## src/rtl/windowed_step_accumulator.sv

```systemverilog
// Index walks START..STOP; sum accumulates saturating steps while idx<=WIN.
// Optional WINDOW_CHECK_EN adds a window-exit shadow, sticky chk_err output and assertions.
module windowed_step_accumulator #(
  parameter int IDX_W  = 11,
  parameter int SUM_W  = 11,
  parameter int STEP_W = 4,
  parameter int START  = 1,
  parameter int WIN    = 150,
  parameter int STOP   = 250
) (
  input  logic              clk,
  input  logic              rst,
  input  logic              start,
  input  logic              en,
  input  logic [STEP_W-1:0] step,
  output logic [IDX_W-1:0]  idx,
  output logic [SUM_W-1:0]  sum,
  output logic              in_window,
  output logic              done,
  output logic              ovf
`ifdef WINDOW_CHECK_EN
  ,
  output logic              chk_err
`endif
);

  if (STOP + 1 >= 2 ** IDX_W) begin : g_bad_idx_w
    $error("STOP+1 does not fit in IDX_W");
  end
  if (!(START <= WIN && WIN <= STOP)) begin : g_bad_win
    $error("require START <= WIN <= STOP");
  end

  localparam logic [IDX_W-1:0] START_I = IDX_W'(START);
  localparam logic [IDX_W-1:0] WIN_I   = IDX_W'(WIN);
  localparam logic [IDX_W-1:0] STOP_I  = IDX_W'(STOP);

  typedef enum logic [1:0] {IDLE, RUN, HOLD} state_t;

  state_t           state_q, state_d;
  logic [IDX_W-1:0] idx_q, idx_d;
  logic [SUM_W-1:0] sum_q, sum_d;
  logic             ovf_q, ovf_d;
  logic             done_q, done_d;
  logic [SUM_W:0]   sum_ext;

  always_comb begin
    state_d = state_q;
    idx_d   = idx_q;
    sum_d   = sum_q;
    ovf_d   = ovf_q;
    // One extra bit catches the carry so the result can be clipped instead of wrapping.
    sum_ext = {1'b0, sum_q} + (SUM_W+1)'(step);
    case (state_q)
      IDLE, HOLD: begin
        if (start) begin
          state_d = RUN;
          idx_d   = START_I;
          sum_d   = '0;
          ovf_d   = 1'b0;
        end
      end
      RUN: begin
        if (start) begin
          idx_d = START_I;
          sum_d = '0;
          ovf_d = 1'b0;
        end else if (en) begin
          idx_d = idx_q + 1'b1;
          if (idx_q <= WIN_I) begin
            if (sum_ext[SUM_W]) begin
              sum_d = '1;
              ovf_d = 1'b1;
            end else begin
              sum_d = sum_ext[SUM_W-1:0];
            end
          end
          if (idx_q == STOP_I) state_d = HOLD;
        end
      end
      default: state_d = IDLE;
    endcase
    done_d = (state_d == HOLD);
  end

  always_ff @(posedge clk) begin
    if (rst) begin
      state_q <= IDLE;
      idx_q   <= START_I;
      sum_q   <= '0;
      ovf_q   <= 1'b0;
      done_q  <= 1'b0;
    end else begin
      state_q <= state_d;
      idx_q   <= idx_d;
      sum_q   <= sum_d;
      ovf_q   <= ovf_d;
      done_q  <= done_d;
    end
  end

  assign idx       = idx_q;
  assign sum       = sum_q;
  assign ovf       = ovf_q;
  assign done      = done_q;
  assign in_window = (state_q == RUN) && (idx_q <= WIN_I);

`ifdef WINDOW_CHECK_EN
  logic [SUM_W-1:0] shadow_q, shadow_d;
  logic             chk_err_q, chk_err_d;
  logic             win_exit;

  always_comb begin
    // The edge taking idx from WIN to WIN+1 is the last one allowed to change sum.
    win_exit  = (state_q == RUN) && !start && en && (idx_q == WIN_I);
    shadow_d  = win_exit ? sum_d : shadow_q;
    chk_err_d = start ? 1'b0
                      : (chk_err_q | ((idx_q > WIN_I) && (sum_q != shadow_q)));
  end

  always_ff @(posedge clk) begin
    if (rst) begin
      shadow_q  <= '0;
      chk_err_q <= 1'b0;
    end else begin
      shadow_q  <= shadow_d;
      chk_err_q <= chk_err_d;
    end
  end

  assign chk_err = chk_err_q;

  always_ff @(posedge clk) begin
    if (!rst) begin
      assert (idx_q <= STOP_I + 1'b1);
      assert (!done_q || idx_q == STOP_I + 1'b1);
      assert (!(idx_q > WIN_I) || sum_q == shadow_q);
    end
  end
`endif

endmodule
```

## config.mk

```make
export PLATFORM = sky130hd
export DESIGN_NAME = windowed_step_accumulator
export DESIGN_NICKNAME = d
export VERILOG_FILES = /design/src/rtl/windowed_step_accumulator.sv
export SDC_FILE = /design/constraint.sdc
export NUM_CORES = 1
export LEC_CHECK = 0
export BUFFER_PORTS_ARGS = -buffer_cell sky130_fd_sc_hd__buf_2
export CORE_AREA = 5 5 58 60
export CTS_BUF_LIST = sky130_fd_sc_hd__clkbuf_16
export CTS_CLUSTER_SIZE = 10
export DETAILED_ROUTE_END_ITERATION = 12
export DIE_AREA = 0 0 63 65
export PLACE_DENSITY = 0.86
export SYNTH_ARGS = -nofsm -noshare
export SYNTH_HDL_FRONTEND = slang
export SYNTH_SLANG_ARGS = --single-unit
```

## constraint.sdc

```tcl
create_clock -name clk -period 4.5 [get_ports clk]
set_clock_uncertainty 0.15 [all_clocks]
set_input_delay 0.9 -clock clk [delete_from_list [all_inputs] [get_ports clk]]
set_output_delay 0.9 -clock clk [all_outputs]
set_load 0.005 [all_outputs]
```

==> flow_metrics.tcl, run 1 <==
set metrics [dict create \
    core_area_um2 2878 \
    cts_resized 0 \
    min_period_ps 2901 \
    crit_required_ps 3450 \
    multi_input_area_um2 883.3 \
    synth_seq_cells 26 \
    htreeDepth 1 \
    clkTransAtPathRegs_ps 70 \
    synth_edf_count 0 \
    hold_violations 0 \
    dieHeight_um 65 \
    regArea_um2 520.5 \
    syn-num-nets 191 \
    final_core_util_pct 60.09 \
    dp_hpwl_um 2383 \
    r2r_cells 6 \
    slew_viol_final 0 \
    nets 223 \
    hold_buffers 0 \
    post_cts_buffers 0 \
    hp-class "reg -> reg" \
    fin_cells 240 \
    rsz0062_at_grt "no" \
    worstMarginPinSlew_ps 833.3 \
    clockBufferDepth 2 \
    cts_num_sinks 26 \
    power_density_nw_per_um2 303.7 \
    finalSetupViolations 0 \
    fmax_ghz 0.3447 \
    grt-ovfl-total 0 \
    leakage_nw 0.7244 \
    async_reset_ff_share_pct 0 \
    cts_tree "done" \
    yosysWarnings 0 \
    slowest_delay_ps 430 \
    viasPerCell 5.846 \
    avgSynthCellArea_um2 8.218 \
    io_pins 33 \
    grt_antenna_before_repair 0 \
    rows 20 \
    initial_core_util_pct 50.26 \
    tns_ps 0 \
    firstDrtPassIters 4 \
    dp.cells 236 \
    fillCellCount 245 \
    r2r_slack_ps 2010 \
    crit_type "reg -> out" \
    grt_start_max_net_pins 19 \
    min_delay_path_depth 2 \
    layout_common_cells "32 x buf_2, 26 x dfxtp_1, 18 x nand2_1" \
    power_mw 0.5251 \
    status "finished clean" \
    endpoint_kind "output port" \
    syn_area_um2 1446 \
    cp_slowest_cell "dfxtp_1" \
    worstHoldEndpoint "sum[3]" \
    die_w_um 63 \
    fin_area_um2 1729 \
    yosysUniqueCellTypes 46 \
    place_area_um2 1624 \
    grt_pass1_vias 1266 \
    clk_latency_ps 260 \
    cp_max_fo 6 \
    routed_wl_um 3356 \
    diodes 0 \
    cp_data_arrival_time_ps 1850 \
    reg2reg_to "sum[3]" \
    drtIter0Drc 86 \
    final_common_cell "buf_2" \
    r2r-start "idx[1]" \
    vdd_drop_max_mv 0.1675 \
    drv_cap 0 \
    syn_inst 176 \
    dieArea_um2 4095 \
    hp-start "sum[3]" \
    drive_above_1_share_pct 20.29 \
    dominantRegCellSynth "dfxtp_1" \
    cp_cell_sequence "ha_1, and4b_1, o41ai_2, and3_1, buf_2" \
    ys_seq_area_share_pct 35.99 \
    grt_use_total_pct 17.08 \
    syn_to_final_growth_pct 19.55 \
    start_kind "register" \
    period_share_pct 64.47 \
    io_buffers 32 \
    slew_headroom_pct 43.67 \
    cts_buffers 3 \
    ant_nets 0 \
    grt_pass1_wl_um 5720 \
    drc_errors 0 \
    detail_route.wl_per_cell_um 13.98 \
    place_congestion 0.8257 \
    num_vias 1403 \
    clock-root-buffer "clkbuf_16" \
]
## worst max path at each step
| stage | startpoint | endpoint | slack [ps] | depth (start not counted) |
|---|---|---|---|---|
| final | idx[1] | in_window | 1600 | 5 |
| after detailed placement | step[0] | sum[10] | 1600 | 8 |
| after global placement | step[0] | sum[10] | 1640 | 8 |
| after global routing | idx[1] | in_window | 1470 | 5 |
| after CTS | idx[1] | in_window | 1620 | 5 |
| after floorplan | step[0] | sum[10] | 1860 | 7 |
## cells by family after synthesis
logic type	count (synthesis)	share of synthesized area, %
simple gates	82	30.45
xor+xnor	9	5.449
flops	26	35.99
mux	2	1.384
fa+ha+maj	7	6.574
compound gates	40	17.22
buf+inv	10	2.941
## power breakdown
group	switching (mW)	total, mW	internal, mW	leakage [nW]
registers	0.00258	0.235	0.232	0.210
logic	0.0198	0.0315	0.0117	0.463
clock network	0.0819	0.259	0.177	0.0511
total	0.104	0.525	0.421	0.724
## per-stage QoR
step / setup slack, ps / hold slack, ps
after global placement: 1644 / 310.9
after global routing: 1466 / 359.3
final: 1599 / 324.8
after floorplan: 1864 / 314.5
after CTS: 1620 / 327.9
after detailed placement: 1602 / 317.2
## cells in the mapped netlist (3+ instances only)
cell / n / share of area [%]
and3_1: 3 / 1.3
nand2_1: 18 / 4.7
o21ai_0: 9 / 3.1
dfxtp_1: 26 / 36
nor2b_1: 3 / 1.3
nor3_1: 7 / 2.4
nor2_1: 17 / 4.4
inv_1: 5 / 1.3
o211ai_1: 3 / 1.6
xor2_1: 5 / 3.0
xnor2_1: 4 / 2.4
a21oi_1: 13 / 4.5
ha_1: 6 / 5.2
a31oi_1: 6 / 2.6
nand3_1: 13 / 4.5
clkbuf_1: 3 / 0.78
## critical path: cells and delay by family, from the launching register on
family          cells  cell delay (ps)
buf+inv             1              110
fa+ha+maj           1              200
compound gates      1              410
simple gates        2              440
flops               1              430
## per-layer routing
metal	track usage, %	part of all wire (%)	vias to the layer above
met5	0	0	-
met4	7.958	1.9	0
met3	3.813	4.8	7
met2	27.82	48	48
met1	21.28	46	649
li1	-	-	699
## final cells by class
type / count / area share [%]
multi-input cells: 140 / 51.09
flip-flops and latches: 26 / 30.10
repair buffers: 32 / 9.262
clock buffers: 3 / 4.342
well taps: 33 / 2.388
clock inverters: 1 / 1.737
inverters: 5 / 1.085
## sequential cells by signal (all words and copies together) (netlist names)
register and flops:
done 1, idx 11, ovf 1, state_q 2, sum 11
No activity file was read; power rests on OpenSTA's default activity.
==> run 2, diff against run 1 <==
--- a/config.mk
+++ b/config.mk
@@ -6,12 +6,12 @@
 export NUM_CORES = 1
 export LEC_CHECK = 0
 export BUFFER_PORTS_ARGS = -buffer_cell sky130_fd_sc_hd__buf_2
-export CORE_AREA = 5 5 58 60
+export CORE_AREA = 5 5 61 63
 export CTS_BUF_LIST = sky130_fd_sc_hd__clkbuf_16
 export CTS_CLUSTER_SIZE = 10
 export DETAILED_ROUTE_END_ITERATION = 12
-export DIE_AREA = 0 0 63 65
-export PLACE_DENSITY = 0.86
+export DIE_AREA = 0 0 66 68
+export PLACE_DENSITY = 0.82
 export SYNTH_ARGS = -nofsm -noshare
 export SYNTH_HDL_FRONTEND = slang
 export SYNTH_SLANG_ARGS = --single-unit
==> constraint.sdc (replaced) <==
create_clock -name clk -period 2.4 [get_ports clk]
set_clock_uncertainty 0.15 [all_clocks]
set_input_delay 0.48 -clock clk [delete_from_list [all_inputs] [get_ports clk]]
set_output_delay 0.48 -clock clk [all_outputs]
set_load 0.005 [all_outputs]
==> run 2 against run 1 <==
  * Via count fell by 1.4%
  * Count of clock-buffer cells in the layout did not move
  * Critical path type unchanged
  * Highest routed layer unchanged
  * Hold slack worse by 5.3 ps
==> flow_metrics.tcl, run 2 (same netlist as run 1, synthesis figures left out) <==
set metrics [dict create \
    status "finished clean" \
    leakage_nw 0.7598 \
    cts_num_sinks 26 \
    reg2reg_to "sum[10]" \
    cp_cell_sequence "inv_1, ha_1, and4b_1, o41ai_4, and3_1, buf_2" \
    grt_use_met1_pct 21.14 \
    htreeDepth 1 \
    r2r_cells 5 \
    vdd_drop_max_mv 0.3620 \
    drtIter0Drc 67 \
    use_met3_pct 2.463 \
    fmax_ghz 0.4334 \
    grt-ovfl-total 0 \
    grt_start_max_net_pins 19 \
    crit_type "reg -> out" \
    viasPerCell 5.364 \
    clockBufferDepth 2 \
    cp_data_arrival_time_ps 1680 \
    drc_errors 0 \
    cpLargestDelayFamily "simple AND/OR/NAND/NOR gates" \
    cp_slowest_cell "dfxtp_2" \
    clk_latency_ps 260 \
    period_share_pct 96.13 \
    endpoint_kind "output port" \
    num_vias 1384 \
    drv_cap 0 \
    min_period_ps 2307 \
    finalSetupViolations 0 \
    rows 21 \
    power_mw 0.9947 \
    die_w_um 66 \
    nets 228 \
    place_congestion 0.8653 \
    rsz0062_at_grt "no" \
    crit_required_ps 1770 \
    min_delay_path_depth 2 \
    final_core_util_pct 57.14 \
    syn_to_final_growth_pct 25.61 \
    start_kind "register" \
    final_common_cell "buf_2" \
    slowest_delay_ps 350 \
    diodes 0 \
    grt_pass1_wl_um 5671 \
    io_pins 33 \
    hold_violations 0 \
    hp-class "reg -> reg" \
    cts_tree "done" \
    dieHeight_um 68 \
    grt_use_total_pct 16.26 \
    hp-start "sum[2]" \
    r2r-start "sum[4]" \
    cp_num_buf_inv 2 \
    grt_antenna_before_repair 0 \
    gr-max-usage-layer "met2" \
    worstMarginPinSlew_ps 460.4 \
    initial_core_util_pct 45.49 \
    drive_above_1_share_pct 23.58 \
    worstHoldEndpoint "sum[2]" \
    dieArea_um2 4488 \
    fin_hold_ws_ps 319.5 \
    hold_buffers 0 \
    slew_viol_final 0 \
    firstDrtPassIters 4 \
    cts_buffers 3 \
    ant_nets 0 \
    detail_route.wl_per_cell_um 12.72 \
    grt_pass1_vias 1282 \
    clock-root-buffer "clkbuf_16" \
    core_area_um2 3179 \
    use_met2_pct 26.66 \
    cp_max_fo 6 \
    tns_ps 0 \
    r2r_slack_ps 290 \
    power_density_nw_per_um2 547.5 \
    fillCellCount 284 \
    routed_wl_um 3281 \
    place_area_um2 1690 \
    post_cts_buffers 0 \
    slew_headroom_pct 69.07 \
    layout_common_cells "32 x buf_2, 24 x dfxtp_1, 18 x nand2_1" \
    io_buffers 32 \
    dp_hpwl_um 2391 \
    fin_area_um2 1817 \
    clkTransAtPathRegs_ps 70 \
]
==> run 2: what timing repair did <==
item	4_1_cts	5_1_grt
gates resized for setup	2	2
setup endpoints to repair	1	5
pin swaps	0	2
==> run 2: per-layer routing <==
metal / share of wire [%] / vias up / wire (um)
met4: 1.8 / 0 / 60
met1: 48 / 635 / 1583
met5: 0 / - / 0
li1: - / 708 / -
met3: 3.9 / 5 / 129
met2: 46 / 36 / 1508
==> run 2: worst register-to-register path, stage by stage (launching register included) <==
cell	delay, ps
dfxtp_1	480
nand4_2	170
or3_4	420
or4_1	510
a32oi_1	210
nor2_1	50
==> run 2: cell type report <==
type | count | area [um^2] | share of cell area (%)
Sequential cell | 26 | 523.0 | 28.79
Tap cell | 46 | 57.56 | 3.168
Inverter | 5 | 18.77 | 1.033
Timing Repair Buffer | 37 | 210.2 | 11.57
Clock buffer | 3 | 75.07 | 4.132
Multi-Input combinational cell | 140 | 902.1 | 49.66
Clock inverter | 1 | 30.03 | 1.653
==> run 2: how the worst max path moves through the flow <==
stage	start	endpoint	slack, ps	depth (start not counted)
2_1_floorplan	step[0]	sum[10]	180	7
3_3_place_gp	step[0]	sum[10]	130	9
3_5_place_dp	step[0]	sum[10]	110	9
4_1_cts	idx[0]	in_window	10	6
5_1_grt	idx[0]	in_window	30	6
6_report	idx[0]	in_window	90	6
==> run 2: power breakdown <==
part | switching, mW | leakage (nW) | internal, mW
clock | 0.158 | 0.0511 | 0.332
sequential | 0.00468 | 0.210 | 0.435
combinational | 0.0377 | 0.499 | 0.0267
total | 0.201 | 0.760 | 0.794
==> run 2: through the flow <==
step,setup slack (ps),instances
floorplan,184.3,176
detailed placement,113.2,254
CTS,14.03,258
finish,92.87,258
global route,25.70,258
global placement,132.2,254
==> run 3, diff against run 2 <==
--- a/config.mk
+++ b/config.mk
@@ -6,12 +6,12 @@
 export NUM_CORES = 1
 export LEC_CHECK = 0
 export BUFFER_PORTS_ARGS = -buffer_cell sky130_fd_sc_hd__buf_2
-export CORE_AREA = 5 5 61 63
+export CORE_AREA = 5 5 58 60
 export CTS_BUF_LIST = sky130_fd_sc_hd__clkbuf_16
 export CTS_CLUSTER_SIZE = 10
 export DETAILED_ROUTE_END_ITERATION = 12
-export DIE_AREA = 0 0 66 68
-export PLACE_DENSITY = 0.82
+export DIE_AREA = 0 0 63 65
+export PLACE_DENSITY = 0.86
 export SYNTH_ARGS = -nofsm -noshare
 export SYNTH_HDL_FRONTEND = slang
 export SYNTH_SLANG_ARGS = --single-unit
==> constraint.sdc (replaced) <==
create_clock -name clk -period 2.8 [get_ports clk]
set_clock_uncertainty 0.15 [all_clocks]
set_input_delay 0.56 -clock clk [delete_from_list [all_inputs] [get_ports clk]]
set_output_delay 0.56 -clock clk [all_outputs]
set_load 0.005 [all_outputs]
==> run 3 against run 2 <==
  * First-iteration DRC count down 58%
  * Via count rose by 0.72%
  * Routed wire length grew 2.1%
  * Sequential power fell by 14%
  * Global-route usage rose by 0.85 points
  * Cell count down 6.2%
  * Sequential share of layout area increased by 1.5 points
  * Largest power group is now registers
  * Highest routed layer unchanged
  * Die area is 8.8% lower
  * Worst setup slack better by 180 ps
  * Largest cell class unchanged
  * Total power down 24%
==> flow_metrics.tcl, run 3 (same netlist as run 1, synthesis figures left out) <==
set metrics [dict create \
    grt_use_total_pct 17.11 \
    start_kind "register" \
    min_period_ps 2526 \
    worstMarginPinSlew_ps 755.1 \
    period_share_pct 90.22 \
    layout_common_cells "32 x buf_2, 26 x dfxtp_1, 18 x nand2_1" \
    place_congestion 0.8241 \
    finalSetupViolations 0 \
    firstDrtPassIters 4 \
    clkPwrFrac_pct 43.1 \
    fmax_ghz 0.3959 \
    cts_tree "done" \
    clk_latency_ps 260 \
    num_vias 1394 \
    final_core_util_pct 59.70 \
    r2r-start "sum[0]" \
    slew_headroom_pct 49.66 \
    fin_hold_ws_ps 321.8 \
    hp-start "sum[3]" \
    core_area_um2 2878 \
    viasPerCell 5.760 \
    power_density_nw_per_um2 437.4 \
    swShare_pct 22.34 \
    endpoint_kind "output port" \
    hp-class "reg -> reg" \
    rsz0062_at_grt "no" \
    rows 20 \
    cp_max_fo 6 \
    status "finished clean" \
    power_mw 0.7515 \
    cts_num_sinks 26 \
    grt_antenna_before_repair 0 \
    clkTransAtPathRegs_ps 70 \
    internal-power_mw 0.5836 \
    drv_cap 0 \
    routed_wl_um 3350 \
    die_w_um 63 \
    grt_pass1_vias 1301 \
    post_cts_buffers 0 \
    final_common_cell "buf_2" \
    detail_route.wl_per_cell_um 13.84 \
    hold_violations 0 \
    drc_errors 0 \
    cts_buffers 3 \
    dieArea_um2 4095 \
    leakage_nw 0.7227 \
    crit_required_ps 2090 \
    cp_data_arrival_time_ps 1820 \
    vdd_drop_max_mv 0.3311 \
    grt-ovfl-total 0 \
    crit_type "reg -> out" \
    syn_to_final_growth_pct 18.77 \
    slew_viol_final 0 \
    drive_above_1_share_pct 20.57 \
    comb_power_share_pct 6.8 \
    clock-root-buffer "clkbuf_16" \
    clockBufferDepth 2 \
    tns_ps 0 \
    hold_buffers 0 \
    grt_start_max_net_pins 19 \
    dp_hpwl_um 2366 \
    htreeDepth 1 \
    drtIter0Drc 28 \
    cts_resized 0 \
    io_pins 33 \
    dieHeight_um 65 \
    ant_nets 0 \
    nets 225 \
    grt_pass1_wl_um 5720 \
    initial_core_util_pct 50.26 \
    seqPwrFrac_pct 50.1 \
    p_sw_mw 0.1678 \
    crit_path_start "idx[1]" \
    io_buffers 32 \
    diodes 0 \
]
[run 3: cell count changes in the layout (fill, tap and decap cells not counted)]
cell       previous run  this run
a32oi_1               1         2
a32oi_2               1         0
buf_12                1         0
buf_4                 4         2
bufinv_16             1         0
clkinv_1              0         1
dfxtp_1              24        26
dfxtp_2               2         0
o41ai_2               0         1
o41ai_4               1         0
[run 3: worst max-delay path, cell delays in order (launching register included)]
cell and delay [ps]:
dfxtp_1 410, ha_1 180, and4b_1 200, o41ai_2 420
and3_1 240, buf_2 110
[run 3: final timing paths]
path	end	slack, ps	depth (start not counted)
setup / recovery	in_window	270	5
hold / removal	sum[3]	320	2
setup reg to reg	sum[8]	510	7
hold reg to reg	sum[3]	320	2
[run 3: layout make-up]
| class | instances | area, um^2 |
|---|---|---|
| fill | 264 | 1160 |
| multi-input combinational | 140 | 883.3 |
| sequential | 26 | 520.5 |
| timing repair buffer | 34 | 175.2 |
| clock buffer | 3 | 75.07 |
| tap | 33 | 41.29 |
| inverter | 5 | 18.77 |
| clock inverter | 1 | 3.754 |
[run 3: layer usage]
layer	GRT usage [%]	wire length, um
met1	21.47	1522
met2	28.59	1640
met3	3.640	140
met4	6.366	46
met5	0	0
[run 3: power by group through the flow]
stage	Combinational, mW	Sequential [mW]	Clock (mW)
finish	0.0509	0.377	0.324
global route	0.0586	0.377	0.341
CTS	0.0509	0.377	0.324
detailed placement	0.0504	0.385	0
global placement	0.0497	0.385	0
floorplan	0.0336	0.385	0
[run 3: through the flow]
| stage | area [um^2] | std cells | setup WS (ps) |
|---|---|---|---|
| 2_1_floorplan | 1446 | 176 | 504.3 |
| 3_3_place_gp | 1639 | 238 | 283.4 |
| 3_5_place_dp | 1639 | 238 | 239.7 |
| 4_1_cts | 1718 | 242 | 255.8 |
| 5_1_grt | 1718 | 242 | 110.5 |
| 6_report | 1718 | 242 | 273.9 |
